## config.mk

```make
export PLATFORM = sky130hd
export DESIGN_NAME = usb_tx_scheduler_flat
export DESIGN_NICKNAME = d
export VERILOG_FILES = /design/src/rtl/usb_tx_scheduler_pkg.sv /design/src/rtl/usb_tx_scheduler_if.sv /design/src/rtl/usb_tx_scheduler_flex_counter.sv /design/src/rtl/usb_tx_scheduler.sv /design/src/flat_wrapper.sv
export SDC_FILE = /design/constraint.sdc
export NUM_CORES = 1
export LEC_CHECK = 0
export CAP_MARGIN = 40
export CORE_MARGIN = 1.5
export CORE_UTILIZATION = 25
export CTS_CLUSTER_SIZE = 40
export DETAILED_ROUTE_END_ITERATION = 8
export GPL_TIMING_DRIVEN = 0
export PLACE_DENSITY = 0.44
export SLEW_MARGIN = 20
export SYNTH_ARGS = -nofsm -noshare
export SYNTH_HDL_FRONTEND = slang
export SYNTH_SLANG_ARGS = --single-unit
```

## constraint.sdc

```tcl
create_clock -name clk -period 2.7 [get_ports clk]
set_input_delay 0.54 -clock clk [delete_from_list [all_inputs] [get_ports clk]]
set_output_delay 0.54 -clock clk [all_outputs]
set_load 0.005 [all_outputs]
```

## src/rtl/usb_tx_scheduler_pkg.sv

```systemverilog
// Shared codes and types for the USB transmit scheduler.
// Latency: n/a (declarations only).
// Backpressure: n/a.
package usb_tx_pkg;

    localparam logic [1:0] TX_NONE = 2'd0;
    localparam logic [1:0] TX_DATA = 2'd1;
    localparam logic [1:0] TX_ACK  = 2'd2;
    localparam logic [1:0] TX_NAK  = 2'd3;

    localparam int SIZE_W           = 7;
    localparam int MAX_DATA_DEFAULT = 64;

    typedef enum logic [1:0] {
        ST_IDLE,
        ST_START,
        ST_WAIT_DONE,
        ST_GAP
    } sched_state_e;

endpackage

```

## src/rtl/usb_tx_scheduler_if.sv

```systemverilog
// Request/grant and transmitter command bundle around the TX scheduler.
// Latency: n/a (wiring only).
// Backpressure: requests are level-held until the matching grant pulse.
interface usb_tx_scheduler_if;
    import usb_tx_pkg::*;

    logic              hs_req;
    logic              hs_type;
    logic              data_req;
    logic [SIZE_W-1:0] data_size;
    logic              tx_done;
    logic [1:0]        tx_packet;
    logic [SIZE_W-1:0] tx_packet_data_size;
    logic              hs_grant;
    logic              data_grant;
    logic              hs_done;
    logic              data_done;
    logic              tx_error;
    logic              busy;

    // Scheduler side
    modport slave (
        input  hs_req, hs_type, data_req, data_size, tx_done,
        output tx_packet, tx_packet_data_size, hs_grant, data_grant,
               hs_done, data_done, tx_error, busy
    );

    // Requester / transmitter side
    modport master (
        output hs_req, hs_type, data_req, data_size, tx_done,
        input  tx_packet, tx_packet_data_size, hs_grant, data_grant,
               hs_done, data_done, tx_error, busy
    );

endinterface

```

## src/rtl/usb_tx_scheduler_flex_counter.sv

```systemverilog
// Up-counter with sync clear that wraps at rollover_val.
// Latency: flag is combinational from the count register.
// Backpressure: none; count_enable gates advance.
module flex_counter #(
    parameter int NUM_CNT_BITS = 4
) (
    input  logic                    clk,
    input  logic                    n_rst,
    input  logic                    clear,
    input  logic                    count_enable,
    input  logic [NUM_CNT_BITS-1:0] rollover_val,
    output logic                    rollover_flag
);

    logic [NUM_CNT_BITS-1:0] count;

    always_ff @(posedge clk or negedge n_rst) begin
        if (!n_rst) begin
            count <= '0;
        end else if (clear) begin
            count <= '0;
        end else if (count_enable) begin
            count <= (count == rollover_val) ? '0 : count + NUM_CNT_BITS'(1);
        end
    end

    assign rollover_flag = count_enable && (count == rollover_val);

endmodule

```

## src/rtl/usb_tx_scheduler.sv

```systemverilog
// Arbitrates handshake vs data requests and sequences one USB TX packet at a time.
// Latency: request to command 1 cycle; all outputs registered.
// Backpressure: requests held until grant; none accepted outside IDLE.
module usb_tx_scheduler
    import usb_tx_pkg::*;
#(
    parameter int IPG_CYCLES     = 16,
    parameter int TIMEOUT_CYCLES = 8192,
    parameter int MAX_DATA       = MAX_DATA_DEFAULT
) (
    input  logic                clk,
    input  logic                n_rst,
    usb_tx_scheduler_if.slave   bus
);

    localparam int CNT_MAX = (TIMEOUT_CYCLES > IPG_CYCLES) ? TIMEOUT_CYCLES : IPG_CYCLES;
    localparam int CNT_W   = (CNT_MAX > 2) ? $clog2(CNT_MAX) : 1;

    sched_state_e      state, state_nxt;
    logic [1:0]        cur_pkt, cur_pkt_nxt;
    logic [1:0]        tx_packet_q, tx_packet_nxt;
    logic [SIZE_W-1:0] size_q, size_nxt;
    logic              hs_grant_q, hs_grant_nxt;
    logic              data_grant_q, data_grant_nxt;
    logic              hs_done_q, hs_done_nxt;
    logic              data_done_q, data_done_nxt;
    logic              tx_error_q, tx_error_nxt;
    logic              busy_q, busy_nxt;

    logic              cnt_clear;
    logic              cnt_en;
    logic              cnt_flag;
    logic [CNT_W-1:0]  cnt_rollover;

    // One counter serves both the timeout and the gap; every state change reloads it.
    assign cnt_clear    = (state_nxt != state);
    assign cnt_en       = (state == ST_WAIT_DONE) || (state == ST_GAP);
    assign cnt_rollover = (state == ST_GAP) ? CNT_W'(IPG_CYCLES - 1)
                                            : CNT_W'(TIMEOUT_CYCLES - 1);

    flex_counter #(.NUM_CNT_BITS(CNT_W)) u_cnt (
        .clk           (clk),
        .n_rst         (n_rst),
        .clear         (cnt_clear),
        .count_enable  (cnt_en),
        .rollover_val  (cnt_rollover),
        .rollover_flag (cnt_flag)
    );

    always_comb begin
        state_nxt      = state;
        cur_pkt_nxt    = cur_pkt;
        tx_packet_nxt  = TX_NONE;
        size_nxt       = size_q;
        hs_grant_nxt   = 1'b0;
        data_grant_nxt = 1'b0;
        hs_done_nxt    = 1'b0;
        data_done_nxt  = 1'b0;
        tx_error_nxt   = 1'b0;

        unique case (state)
            ST_IDLE: begin
                if (bus.hs_req) begin
                    cur_pkt_nxt   = bus.hs_type ? TX_NAK : TX_ACK;
                    tx_packet_nxt = bus.hs_type ? TX_NAK : TX_ACK;
                    size_nxt      = '0;
                    hs_grant_nxt  = 1'b1;
                    state_nxt     = ST_START;
                end else if (bus.data_req) begin
                    data_grant_nxt = 1'b1;
                    if (bus.data_size <= SIZE_W'(MAX_DATA)) begin
                        cur_pkt_nxt   = TX_DATA;
                        tx_packet_nxt = TX_DATA;
                        size_nxt      = bus.data_size;
                        state_nxt     = ST_START;
                    end else begin
                        // Oversize request is granted only to be dropped.
                        tx_error_nxt = 1'b1;
                    end
                end
            end
            ST_START: begin
                state_nxt = ST_WAIT_DONE;
            end
            ST_WAIT_DONE: begin
                if (bus.tx_done) begin
                    hs_done_nxt   = (cur_pkt != TX_DATA);
                    data_done_nxt = (cur_pkt == TX_DATA);
                    size_nxt      = '0;
                    state_nxt     = ST_GAP;
                end else if (cnt_flag) begin
                    tx_error_nxt = 1'b1;
                    size_nxt     = '0;
                    state_nxt    = ST_GAP;
                end
            end
            ST_GAP: begin
                if (cnt_flag) begin
                    state_nxt = ST_IDLE;
                end
            end
            default: begin
                state_nxt = ST_IDLE;
            end
        endcase

        busy_nxt = (state_nxt != ST_IDLE);
    end

    always_ff @(posedge clk or negedge n_rst) begin
        if (!n_rst) begin
            state        <= ST_IDLE;
            cur_pkt      <= TX_NONE;
            tx_packet_q  <= TX_NONE;
            size_q       <= '0;
            hs_grant_q   <= 1'b0;
            data_grant_q <= 1'b0;
            hs_done_q    <= 1'b0;
            data_done_q  <= 1'b0;
            tx_error_q   <= 1'b0;
            busy_q       <= 1'b0;
        end else begin
            state        <= state_nxt;
            cur_pkt      <= cur_pkt_nxt;
            tx_packet_q  <= tx_packet_nxt;
            size_q       <= size_nxt;
            hs_grant_q   <= hs_grant_nxt;
            data_grant_q <= data_grant_nxt;
            hs_done_q    <= hs_done_nxt;
            data_done_q  <= data_done_nxt;
            tx_error_q   <= tx_error_nxt;
            busy_q       <= busy_nxt;
        end
    end

    assign bus.tx_packet           = tx_packet_q;
    assign bus.tx_packet_data_size = size_q;
    assign bus.hs_grant            = hs_grant_q;
    assign bus.data_grant          = data_grant_q;
    assign bus.hs_done             = hs_done_q;
    assign bus.data_done           = data_done_q;
    assign bus.tx_error            = tx_error_q;
    assign bus.busy                = busy_q;

endmodule

```

## src/flat_wrapper.sv

```systemverilog
// flat-port wrapper written by rule: the top's interface ports become plain ports
module usb_tx_scheduler_flat import usb_tx_pkg::*;
#(
    parameter int IPG_CYCLES     = 16,
    parameter int TIMEOUT_CYCLES = 8192,
    parameter int MAX_DATA       = MAX_DATA_DEFAULT
)
  (clk, n_rst, bus_hs_req, bus_hs_type, bus_data_req, bus_data_size, bus_tx_done, bus_tx_packet, bus_tx_packet_data_size, bus_hs_grant, bus_data_grant, bus_hs_done, bus_data_done, bus_tx_error, bus_busy);
  usb_tx_scheduler_if bus_i ();
  input  logic clk;
  input  logic n_rst;
  input wire logic [$bits(bus_i.hs_req)-1:0] bus_hs_req;
  input wire logic [$bits(bus_i.hs_type)-1:0] bus_hs_type;
  input wire logic [$bits(bus_i.data_req)-1:0] bus_data_req;
  input wire logic [$bits(bus_i.data_size)-1:0] bus_data_size;
  input wire logic [$bits(bus_i.tx_done)-1:0] bus_tx_done;
  output wire logic [$bits(bus_i.tx_packet)-1:0] bus_tx_packet;
  output wire logic [$bits(bus_i.tx_packet_data_size)-1:0] bus_tx_packet_data_size;
  output wire logic [$bits(bus_i.hs_grant)-1:0] bus_hs_grant;
  output wire logic [$bits(bus_i.data_grant)-1:0] bus_data_grant;
  output wire logic [$bits(bus_i.hs_done)-1:0] bus_hs_done;
  output wire logic [$bits(bus_i.data_done)-1:0] bus_data_done;
  output wire logic [$bits(bus_i.tx_error)-1:0] bus_tx_error;
  output wire logic [$bits(bus_i.busy)-1:0] bus_busy;
  assign bus_i.hs_req = bus_hs_req;
  assign bus_i.hs_type = bus_hs_type;
  assign bus_i.data_req = bus_data_req;
  assign bus_i.data_size = bus_data_size;
  assign bus_i.tx_done = bus_tx_done;
  assign bus_tx_packet = bus_i.tx_packet;
  assign bus_tx_packet_data_size = bus_i.tx_packet_data_size;
  assign bus_hs_grant = bus_i.hs_grant;
  assign bus_data_grant = bus_i.data_grant;
  assign bus_hs_done = bus_i.hs_done;
  assign bus_data_done = bus_i.data_done;
  assign bus_tx_error = bus_i.tx_error;
  assign bus_busy = bus_i.busy;
  usb_tx_scheduler #(.IPG_CYCLES(IPG_CYCLES), .TIMEOUT_CYCLES(TIMEOUT_CYCLES), .MAX_DATA(MAX_DATA)) u_core (.clk(clk), .n_rst(n_rst), .bus(bus_i));
endmodule
```

======== Word level (Yosys, flattened, before mapping) ========
Cells that the tools add are included.
storage, ports and cells
  input bits .............................. 13
  flip-flop bits (word level) ............. 32
  word-level logic and storage cells ...... 73
cells by class
  add/sub/neg operators ................... 1
  $lt $le $gt $ge ......................... 1
  muxes and demuxes ....................... 40
  eq/ne operators ......................... 10
  reduce and logical (&&, ||, !) cells .... 10
operators by type and width
  kind                                                                      number
  13-bit two-way mux                                                        4
  7-bit two-way mux                                                         5
  2-bit two-way mux                                                         12
  1-bit two-way mux                                                         16
  7-bit one-hot mux with 2 select lines                                     1
  13-bit by 1-bit adder with 13-bit output (second input constant)          1
  13-bit == test                                                            1
  2-bit nonzero test                                                        5
  2-bit one-hot mux with 4 select lines                                     1
  7-bit less-or-equal comparator (second input constant)                    1
  3-bit by 2-bit inequality test with 1-bit output (second input constant)  2
  2-bit by 1-bit == test with 1-bit output (second input constant)          2
  2-bit == test (second input constant)                                     2
  4-bit AND reduction                                                       1
  3-bit inequality test (second input constant)                             1
  3-bit AND reduction                                                       1
  2-bit logical NOT                                                         1
  2-bit by 1-bit inequality test with 1-bit output (second input constant)  1
  2-bit inequality test                                                     1
  1-bit one-hot mux with 2 select lines                                     1
  1-bit logical AND                                                         1
  1-bit logical OR                                                          1

======== Longest topological paths before layout ========
  depth after elaboration ................. 9
  depth in mapped cells ................... 6

======== Hierarchy ========
A second synthesis with hierarchy kept.
unflattened totals
  cell total of the unflattened synthesis .. 183
  area total of the unflattened synthesis .. 1716.6 um^2
by module, submodules not included
  module            area each (um^2)  cells each  seq. area each (um^2)  times used
  flex_counter      910.9             108         325.3                  1
  usb_tx_scheduler  805.8             75          450.4                  1

======== Least setup slack after synthesis ========
Ideal clock, no wire load.
  path kind ............................... flip-flop to flip-flop
  start ................................... reg u_core.u_cnt.count[6]
  end ..................................... reg u_core.size_q[0] (netlist: u_core.bus.tx_packet_data_size[0])
  library setup time ...................... 121 ps
  cell stages (with the launch flop) ...... 7
  period minus slack after synthesis ...... 2219 ps
  required time ........................... 2579 ps
  setup slack ............................. 481 ps
  buffers on the path ..................... 1
  arrival time ............................ 2098 ps
  cells stage by stage .................... dfrtp_1 buf_6 or4_4 mux2_2 or4b_4 o21a_4 a22o_1
between the ends
  word-level cells in the longest chain between the ends .. 4
ends and longest elaborated chain
  item                                                        line                                 source
  from (decl)                                                 usb_tx_scheduler_flex_counter.sv:15  logic [NUM_CNT_BITS-1:0] count;
  from (signal assigned)                                      usb_tx_scheduler_flex_counter.sv:23  count <= (count == rollover_val) ? '0 : count + NUM_CNT_BITS'(1);
  13-bit == test                                              usb_tx_scheduler_flex_counter.sv:27  assign rollover_flag = count_enable && (count == rollover_val);
  1-bit logical AND                                           usb_tx_scheduler_flex_counter.sv:27
  3-bit by 2-bit inequality test with 1-bit output (no line)  n/a
  4-bit AND reduction (no line)                               n/a
  to (signal assigned)                                        usb_tx_scheduler.sv:126              size_q <= size_nxt;
  to (decl)                                                   usb_tx_scheduler.sv:22               logic [SIZE_W-1:0] size_q, size_nxt;
No other way between the ends.
A chain may end at the register's enable or synchronous reset.

======== Worst setup path in the final report ========
  start ................................... in bus_data_size[5]
  end ..................................... reg u_core.size_q[3] (netlist: u_core.bus.tx_packet_data_size[3])
between the ends
  word-level cells in the longest chain between the ends .. 3
ends and longest elaborated chain
  item                                                        line                    source
  from (decl)                                                 flat_wrapper.sv:15      input wire logic [$bits(bus_i.data_size)-1:0] bus_data_size;
  7-bit less-or-equal comparator                              usb_tx_scheduler.sv:71  if (bus.data_size <= SIZE_W'(MAX_DATA)) begin
  3-bit by 2-bit inequality test with 1-bit output (no line)  n/a
  4-bit AND reduction (no line)                               n/a
No other way between the ends.

==> run_results.csv <==
group,metric,value,unit
status,run_status,"complete, no violations",
cells_and_area,nets,199,
power,p_leak,0.786,nW
floorplan,rows,28,
drt,drt_iter0_markers,31,
setup_path,cp-endpoint,"u_core.bus.tx_packet_data_size[3]",
setup_path,r2r_cells,5,
placement,gp_congestion,0.730,
floorplan,coreArea,5850,sq um
cells_and_area,final_util,33.5,%
cells_and_area,num_antenna_cells,0,
sta,hold_viol_final,0,
synthesis,async_flop_share,100,%
cells_and_area,drive_above_1_share,9.19,%
setup_path,path_max_fanout,10,
synthesis,yosys_warnings,0,
sta,setup-violations-final,0,
floorplan,die_w,80.6,um
global_route,grt_pass1_vias,1257,
synthesis,synth-seq-area-share,51.5,%
synthesis,syn_nets,165,
clock_network,cts_made_buffers,5,
clock_network,cts_hold_buf,0,
floorplan,io_pins,28,
global_route,grt_pass1_wl,5900,um
power,ir_worst_vdd,201,uV
setup_path,r2r-start,"u_core.u_cnt.count[4]",
global_route,grt.overflow.total,0,
power,p_sw_share,30.8,%
drt,final_antenna_net_count,0,
drt,viasPerCell,4.83,
synthesis,synth.distinct_cells,40,
floorplan,die_h,80.6,um
floorplan,dieArea,6500,sq um
sta,fmax,401,MHz
flow_run,maxCapViolCount,0,
sta,fin_crit,2.49,ns
sta,fin_skew,0.00450,ns
cells_and_area,fin_cells,260,
global_route,grt_usage,11.7,%
power,seq_power_share,47.7,%
clock_network,clk_latency,0.27,ns
synthesis,synth_edf_count,0,
global_route,grt_max_degree,32,
sta,worst_hold_slack,0.306,ns
synthesis,syn_avg_cell_area,9.97,sq um
cells_and_area,syn_to_final_growth,30.2,%
synthesis,synth-main-ff-cell,"dfrtp_1",
setup_path,r2r-end,"u_core.bus.tx_packet_data_size[3]",
sta,slew_viol_final,0,
drt,drc,0,
power,power_density,643,nW/um^2
setup_path,critPathRequiredTime,2.86,ns
clock_network,h-tree-depth,2,
synthesis,ys_seq_elements,31,
drt,dr.pass1.iters,4,
power,comb_power_share,23.6,%
sta,finalSetupTns,0,ns
clock_network,cts_root_buffer,"clkbuf_8",
clock_network,clockBufferDepth,2,
placement,port-buffer-count,27,
cells_and_area,final_cell_mix,"31 x dfrtp_1, 26 x clkdlybuf4s50_1, 19 x nand2_1, 14 x o21ai_0, 9 x a21oi_1",
synthesis,syn-cell-area,1510,sq um
global_route,antenna_found_initial,0,
setup_path,cp-startpoint,"bus_data_size[5]",
clock_network,cts_tree,"built",
clock_network,cts.sinks,31,
sta,finalCritPeriodShare,92.3,%
setup_path,startpoint_type,"input port",
setup_path,worst-r2r-setup-slack,0.37,ns
setup_path,critPathArrivalTime,2.65,ns
placement,dp.cells,253,
sta,tightest_slew,0.740,ns
power,power.clock.fraction,28.7,%
drt,route.vias.total,1257,
sta,slew_headroom,50.7,%
drt,post_drt_wl_per_cell,12.9,um
sta,rsz0062_at_grt,"no",
synthesis,syn_inst,151,
setup_path,worstSetupEndpointType,"register",
power,switchingPower,0.388,mW
floorplan,start_util,25.7,%
drt,wl,3350,um
min_path,hold_path_class,"in2async",
placement,dp.final_hpwl,2460,um
power,internal_power,0.872,mW
setup_path,crit_type,"in2reg",
cells_and_area,nFillCells,594,
cells_and_area,fin_area,1960,sq um
placement,placed_area,1870,sq um
cells_and_area,final_common_cell,"dfrtp_1",
clock_network,clkTransAtPathRegs,0.06,ns
how the worst min path moves through the flow:
stage / end / cells past startpoint / start / slack [ns]
4_1_cts: u_core.u_cnt.count[6] / 1 / n_rst / 0.33
2_1_floorplan: u_core.bus.busy / 0 / n_rst / 0.24
3_3_place_gp: u_core.bus.data_done / 1 / u_core.cur_pkt[1] / 0.45
5_1_grt: u_core.bus.tx_packet_data_size[5] / 1 / n_rst / 0.36
3_5_place_dp: u_core.bus.data_done / 1 / u_core.cur_pkt[1] / 0.45
6_report: u_core.bus.tx_packet_data_size[4] / 1 / n_rst / 0.31
through the flow:
stage / setup slack (ns) / power [mW]
floorplan: 0.481 / 0.804
CTS: 0.127 / 1.28
global placement: -0.438 / 0.902
finish: 0.209 / 1.26
global route: 0.0377 / 1.36
detailed placement: -0.167 / 0.913
layout make-up:
| type | instances | area (sq um) | area share, % |
|---|---|---|---|
| flip-flops and latches | 31 | 776 | 39.6 |
| multi-input cells | 109 | 684 | 34.9 |
| repair buffers | 27 | 265 | 13.5 |
| well taps | 75 | 93.8 | 4.79 |
| clock buffers | 6 | 82.6 | 4.21 |
| plain buffers | 6 | 33.8 | 1.72 |
| inverters | 5 | 18.8 | 0.958 |
| clock inverters | 1 | 5.00 | 0.255 |
metal layers:
metal  part of all wire, %  GRT usage [%]
met2                    47           18.9
met4                   1.2           4.83
met5                     0              0
met1                    46           14.8
met3                   4.9           2.95
cell usage after synthesis (4+ instances only):
cell type	n	area, sq um
dfrtp_1	31	776
nand2_1	19	71.3
o21ai_0	14	70.1
a21oi_1	9	45.0
nor2_1	8	30.0
a22o_1	7	61.3
nand3_1	7	35.0
a211oi_1	5	37.5
inv_1	5	18.8
xnor2_1	5	43.8
clkbuf_1	4	15.0
flip-flops by register name, summed over array words and instances (netlist names):
name / count
u_core.bus.busy: 1
u_core.bus.data_done: 1
u_core.bus.tx_packet: 1
u_core.bus.data_grant: 1
u_core.bus.tx_error: 1
u_core.state: 2
u_core.cur_pkt: 2
u_core.bus.hs_grant: 1
u_core.bus.hs_done: 1
u_core.u_cnt.count: 13
u_core.bus.tx_packet_data_size: 7
cells by family (layout without fill, tap and decap cells):
logic type | after synthesis | in the layout | synth area share, %
mux | 3 | 3 | 2.16
compound gates | 46 | 46 | 20.5
fa+ha+maj | 1 | 1 | 0.831
xor+xnor | 5 | 5 | 2.91
buf+inv | 11 | 45 | 3.49
simple gates | 54 | 54 | 18.5
flops | 31 | 31 | 51.5
worst max-delay path: stages:
cell             delay, ns
clkdlybuf4s50_1       0.44
nor4_1                0.50
a311oi_2              0.33
mux2_2                0.36
o21a_4                0.23
a22o_1                0.24
timing repair:
| action | in CTS | in global routing |
|---|---|---|
| resized for setup | 0 | 1 |
| endpoints found under the setup margin | 0 | 1 |
| hold endpoints to repair | 0 | 0 |
| setup buffers | 0 | 0 |
power groups by stage:
| stage | registers, mW | clock network [mW] | logic, mW |
|---|---|---|---|
| floorplan | 0.593 | 0 | 0.211 |
| CTS | 0.600 | 0.376 | 0.305 |
| finish | 0.601 | 0.362 | 0.297 |
| global route | 0.614 | 0.394 | 0.349 |
| detailed placement | 0.607 | 0 | 0.305 |
| global placement | 0.607 | 0 | 0.295 |
Note: power is estimated with default switching activity, not from simulation.
